File: src/rtl/regfile_pkg.sv
// Shared types and sizes for the register file write-port arbiter.
// Default geometry matches the 32x32 register file Registro2.
package regfile_pkg;

   localparam int NREGS = 32;
   localparam int DW    = 32;
   localparam int AW    = $clog2(NREGS);

   typedef enum logic {
      IDLE  = 1'b0,
      CLEAR = 1'b1
   } state_t;

   typedef struct packed {
      logic [AW-1:0] addr;
      logic [DW-1:0] data;
      logic          we;
   } wr_cmd_t;

endpackage

File: src/rtl/regfile_write_arbiter_rr.sv
// Two-input round-robin arbiter with a single priority flop.
// Priority passes to the other port after every grant.
module rr_arbiter2 (
   input  logic       clk_i,
   input  logic       rst_i,
   input  logic       en_i,
   input  logic [1:0] req_i,
   output logic [1:0] gnt_o
);

   logic prio_q;
   logic prio_d;

   // lone requester wins; a tie goes to the port holding priority
   always_comb begin
      gnt_o = 2'b00;
      if (en_i) begin
         if (req_i == 2'b11) begin
            gnt_o = prio_q ? 2'b10 : 2'b01;
         end else begin
            gnt_o = req_i;
         end
      end
   end

   // hand priority to the port that did not just win
   always_comb begin
      prio_d = prio_q;
      if (gnt_o[0]) begin
         prio_d = 1'b1;
      end else if (gnt_o[1]) begin
         prio_d = 1'b0;
      end
   end

   // priority register, port 0 first out of reset
   always_ff @(posedge clk_i or posedge rst_i) begin
      if (rst_i) begin
         prio_q <= 1'b0;
      end else begin
         prio_q <= prio_d;
      end
   end

endmodule

File: src/rtl/regfile_write_arbiter.sv
// Owns the register file write port: round-robin writeback
// arbitration plus a zero-fill clear sweep, all from registered outputs.
module regfile_write_arbiter #(
   parameter  int NREGS       = 32,
   parameter  int DW          = 32,
   parameter  int ZERO_REG_RO = 1,
   localparam int AW          = $clog2(NREGS)
) (
   input  logic          clock,
   input  logic          reset,
   input  logic          wb0_valid,
   input  logic [AW-1:0] wb0_addr,
   input  logic [DW-1:0] wb0_data,
   output logic          wb0_ready,
   input  logic          wb1_valid,
   input  logic [AW-1:0] wb1_addr,
   input  logic [DW-1:0] wb1_data,
   output logic          wb1_ready,
   input  logic          clr_start,
   output logic          clr_busy,
   output logic          clr_done,
   output logic [AW-1:0] rf_A3,
   output logic [DW-1:0] rf_WR3,
   output logic          rf_writeRegister
);

   import regfile_pkg::*;

   localparam logic [AW-1:0] FIRST = (ZERO_REG_RO != 0) ? AW'(1) : AW'(0);
   localparam logic [AW-1:0] LAST  = AW'(NREGS - 1);
   localparam logic          RO0   = (ZERO_REG_RO != 0);

   state_t        state_q, state_d;
   logic [AW-1:0] cnt_q, cnt_d;
   wr_cmd_t       cmd_q, cmd_d;
   logic          busy_q, busy_d;
   logic          done_q, done_d;
   logic          start;
   logic          arb_en;
   logic [1:0]    gnt;

   assign start  = (state_q == IDLE) && clr_start;
   assign arb_en = (state_q == IDLE) && !clr_start && !reset;

   rr_arbiter2 u_arb (
      .clk_i (clock),
      .rst_i (reset),
      .en_i  (arb_en),
      .req_i ({wb1_valid, wb0_valid}),
      .gnt_o (gnt)
   );

   assign wb0_ready = gnt[0];
   assign wb1_ready = gnt[1];

   // state register and sweep counter
   always_ff @(posedge clock or posedge reset) begin
      if (reset) begin
         state_q <= IDLE;
         cnt_q   <= '0;
      end else begin
         state_q <= state_d;
         cnt_q   <= cnt_d;
      end
   end

   // next state: a sweep walks the counter FIRST..LAST, never wrapping
   always_comb begin
      state_d = state_q;
      cnt_d   = cnt_q;
      unique case (state_q)
         IDLE: begin
            if (clr_start) begin
               cnt_d   = FIRST;
               state_d = (FIRST == LAST) ? IDLE : CLEAR;
            end
         end
         CLEAR: begin
            cnt_d = cnt_q + AW'(1);
            if (cnt_d == LAST) begin
               state_d = IDLE;
            end
         end
         default: begin
            state_d = IDLE;
         end
      endcase
   end

   // next rf command: clear writes beat writebacks; reg 0 writes are dropped
   always_comb begin
      cmd_d    = cmd_q;
      cmd_d.we = 1'b0;
      busy_d   = 1'b0;
      done_d   = 1'b0;
      if (start || (state_q == CLEAR)) begin
         cmd_d.addr = cnt_d;
         cmd_d.data = '0;
         cmd_d.we   = 1'b1;
         busy_d     = 1'b1;
         done_d     = (cnt_d == LAST);
      end else if (gnt[0]) begin
         cmd_d.addr = wb0_addr;
         cmd_d.data = wb0_data;
         cmd_d.we   = !(RO0 && (wb0_addr == '0));
      end else if (gnt[1]) begin
         cmd_d.addr = wb1_addr;
         cmd_d.data = wb1_data;
         cmd_d.we   = !(RO0 && (wb1_addr == '0));
      end
   end

   // registered write port and sweep flags
   always_ff @(posedge clock or posedge reset) begin
      if (reset) begin
         cmd_q  <= '0;
         busy_q <= 1'b0;
         done_q <= 1'b0;
      end else begin
         cmd_q  <= cmd_d;
         busy_q <= busy_d;
         done_q <= done_d;
      end
   end

   assign rf_A3            = cmd_q.addr;
   assign rf_WR3           = cmd_q.data;
   assign rf_writeRegister = cmd_q.we;
   assign clr_busy         = busy_q;
   assign clr_done         = done_q;

endmodule

File: config.mk
export PLATFORM = sky130hd
export DESIGN_NAME = regfile_write_arbiter
export DESIGN_NICKNAME = d
export VERILOG_FILES = /design/src/rtl/regfile_pkg.sv /design/src/rtl/regfile_write_arbiter_rr.sv /design/src/rtl/regfile_write_arbiter.sv
export SDC_FILE = /design/constraint.sdc
export NUM_CORES = 1
export LEC_CHECK = 0
export BUFFER_PORTS_ARGS = -buffer_cell sky130_fd_sc_hd__clkbuf_2
export CAP_MARGIN = 20
export CORE_ASPECT_RATIO = 0.7
export CORE_UTILIZATION = 45
export CTS_CLUSTER_SIZE = 25
export DETAILED_ROUTE_END_ITERATION = 10
export PLACE_DENSITY = 0.76
export SLEW_MARGIN = 20
export SYNTH_ARGS = -nofsm -noshare
export SYNTH_HDL_FRONTEND = slang
export SYNTH_SLANG_ARGS = --single-unit
File: constraint.sdc
create_clock -name clock -period 3 [get_ports clock]
set_clock_uncertainty 0.15 [all_clocks]
set_input_delay 0 -clock clock [delete_from_list [all_inputs] [get_ports clock]]
set_output_delay 0 -clock clock [all_outputs]
set_load 0.01 [all_outputs]
==> impl_metrics.json <==
{
  "status": "finished, final reports clean",
  "clockBufferDepth": 2,
  "critical_path_arrival_ps": 2790,
  "antenna_cells": 0,
  "synth-seq-cells": 47,
  "worstMarginPinSlew_ps": 803,
  "synth_fp_nets": 301,
  "overflow": 0,
  "htreeDepth": 2,
  "min-delay-start": "wb1_addr[2]",
  "die_w_um": 88.6,
  "clock_latency_ps": 300,
  "antenna_found_initial": 0,
  "cp-end-kind": "flip-flop",
  "vdd_drop_max_mv": 0.229,
  "postRouteWirelength_mm": 7.23,
  "final_layout_size_suffix_gt1_frac": 0.333,
  "p_int_w": 0.00121,
  "layout_min_cycle_time_ps": 2700,
  "setup_viol": 0,
  "grt_pass1_wl_mm": 11.5,
  "drtPass1Iterations": 4,
  "maxCapViolations": 0,
  "rsz0062_at_grt": "false",
  "yosysWarnings": 0,
  "rows": 21,
  "clkPwrFrac": 0.209,
  "slew_viol_final": 0,
  "cp-startpoint": "state_q",
  "design.final.nets": 491,
  "cts_sinks": 47,
  "required_ps": 3090,
  "numCtsBuffers": 5,
  "path_clk_slew_ps": 90,
  "place.gp.congestion": 0.760,
  "ant_nets": 0,
  "comb_power_share": 0.333,
  "min_period_over_period": 0.900,
  "fmax_mhz": 370,
  "yosysSeqAreaShare": 0.498,
  "drc": 0,
  "synth_cell_types": 34,
  "cts_setup_buffers": 0,
  "io_pins": 121,
  "die_h_um": 62.6,
  "area_growth_pct": 58.8,
  "slew_headroom": 0.464,
  "p_sw_w": 0.000594,
  "cts_tree": "done",
  "start_util": 0.481,
  "port_buffers": 120,
  "regToRegStartpoint": "state_q",
  "critPathKind": "reg2reg",
  "start_kind": "flip-flop",
  "drt-wirelength-per-cell_um": 15.1,
  "viasPerCell": 5.00,
  "syn_area_um2": 2360,
  "tns_ps": 0,
  "die_area_um2": 5550,
  "fin_util": 0.764,
  "coreArea_um2": 4910,
  "grt_max_degree": 48,
  "syn_area_per_cell_um2": 10.7,
  "power_density_nw_per_um2": 480,
  "syn_inst": 220,
  "place_hpwl_mm": 4.09,
  "p_seq_frac": 0.458,
  "clk_root_buffer_cell": "clkbuf_8",
  "vias": 2399,
  "grtUsageTotal": 0.273,
  "cp_max_fo": 10,
  "hold_violations": 0,
  "sw_frac_of_total": 0.330,
  "grt_pass1_vias": 2545,
  "first_iter_violations": 89,
  "p_leak_nw": 1.81,
  "fillers": 339,
  "hp-class": "in2reg"
}
## final timing paths
path	to	slack, ps	cells after the start
worst max-delay path	rf_writeRegister	300	7
worst min-delay path	rf_A3[2]	5	4
worst max register to register	rf_writeRegister	300	7
worst min register to register	rf_WR3[8]	340	2
max in group asynchronous	state_q	1860	3
min in group asynchronous	rf_writeRegister	340	3
## repair_timing
item | in CTS | in global routing
hold endpoints to repair | 86 | 0
hold buffers | 72 | 0
gates resized for setup | 0 | 1
setup endpoints to repair | 0 | 1
## synthesized netlist by cell type
cell type	count	area (µm²)
a2111oi_4	1	27.5
a21boi_4	1	18.8
a21o_1	1	7.51
a21oi_1	4	20.0
a22o_1	2	17.5
a22oi_1	1	7.51
a2bb2oi_1	1	8.76
a31oi_1	1	6.26
and2_4	1	8.76
and4b_1	1	10.0
buf_12	4	80.1
clkbuf_1	6	22.5
clkbuf_8	1	13.8
dfrtp_1	47	1180
ha_1	2	25.0
inv_1	6	22.5
mux2i_1	37	370
nand2_1	39	146
nand2b_1	2	12.5
nand3_1	3	15.0
nor2_1	5	18.8
nor2_8	1	20.0
nor2b_1	2	12.5
nor3_2	1	10.0
o211ai_1	2	15.0
o21a_1	3	22.5
o21ai_0	11	55.1
o21ai_1	27	135
o21ai_2	1	8.76
o21ba_2	1	10.0
o21bai_1	1	7.51
or3_1	1	6.26
or4_1	2	15.0
xnor2_1	1	8.76
## cells by family after synthesis
logic type | count (synthesis) | share of synthesized area
AO/OA/AOI/OAI | 58 | 0.156
XOR/XNOR | 1 | 0.00371
adder cells (fa/ha/maj) | 2 | 0.0106
buffers and inverters | 17 | 0.0588
flip-flops | 47 | 0.498
multiplexers | 37 | 0.157
AND/OR/NAND/NOR | 58 | 0.117
## cell usage in the layout, fill, tap and decap left out, drive strengths merged, types with 2 or more instances in the layout
cell         count
dlygate4sd3     72
clkbuf         127
nand2           39
o211ai           2
mux2i           37
nand2b           2
o21a             3
ha               2
inv              5
dfrtp           47
buf              2
clkinv           2
nand3            3
nor2             6
o21ai           39
a21oi            4
nor2b            2
a22o             2
or4              2
## power groups by stage
stage | sequential, W | clock (W) | combinational, W
4_1_cts | 0.000824 | 0.000382 | 0.000596
2_1_floorplan | 0.000832 | 0 | 0.000337
3_3_place_gp | 0.000834 | 0 | 0.000507
5_1_grt | 0.000838 | 0.000409 | 0.000666
6_report | 0.000825 | 0.000377 | 0.000600
3_5_place_dp | 0.000836 | 0 | 0.000519
## metal layers
layer | wire length [µm] | GRT usage
met1 | 3080 | 0.330
met2 | 3680 | 0.489
met3 | 417 | 0.0661
met4 | 53 | 0.0524
met5 | 0 | 0
## through the flow
stage	std cells	setup WS (ps)	hold slack (ps)	area, µm²	power, W
5_1_grt	480	110	5.43	3750	0.00191
6_report	480	299	4.77	3750	0.00180
4_1_cts	480	115	1.87	3750	0.00180
3_3_place_gp	400	1020	45.9	2950	0.00134
3_5_place_dp	400	936	43.6	2950	0.00135
2_1_floorplan	220	1320	-115	2360	0.00117
## state kept, by name, indices dropped and copies added, names as in the netlist
register / count
clr_busy: 1
clr_done: 1
cnt_q: 5
rf_A3: 5
rf_WR3: 32
rf_writeRegister: 1
state_q: 1
u_arb.prio_q: 1
## worst max-delay path, stage by stage (launching register included)
cell and delay [ps]:
dfrtp_2 510, nor2_8 200, inv_1 120, a2111oi_4 300, o21ai_0 130, dlygate4sd3_1 570
nand3_1 90, dlygate4sd3_1 560
## final cells by class
| class | count | area, µm² | share of cell area |
|---|---|---|---|
| timing repair buffer | 194 | 1340 | 0.356 |
| sequential | 47 | 1180 | 0.314 |
| multi-input combinational | 156 | 1050 | 0.279 |
| tap | 69 | 86.3 | 0.0230 |
| clock buffer | 7 | 76.3 | 0.0203 |
| inverter | 6 | 23.8 | 0.00634 |
| clock inverter | 1 | 5.00 | 0.00133 |
Note: power is estimated with default switching activity, not from simulation.
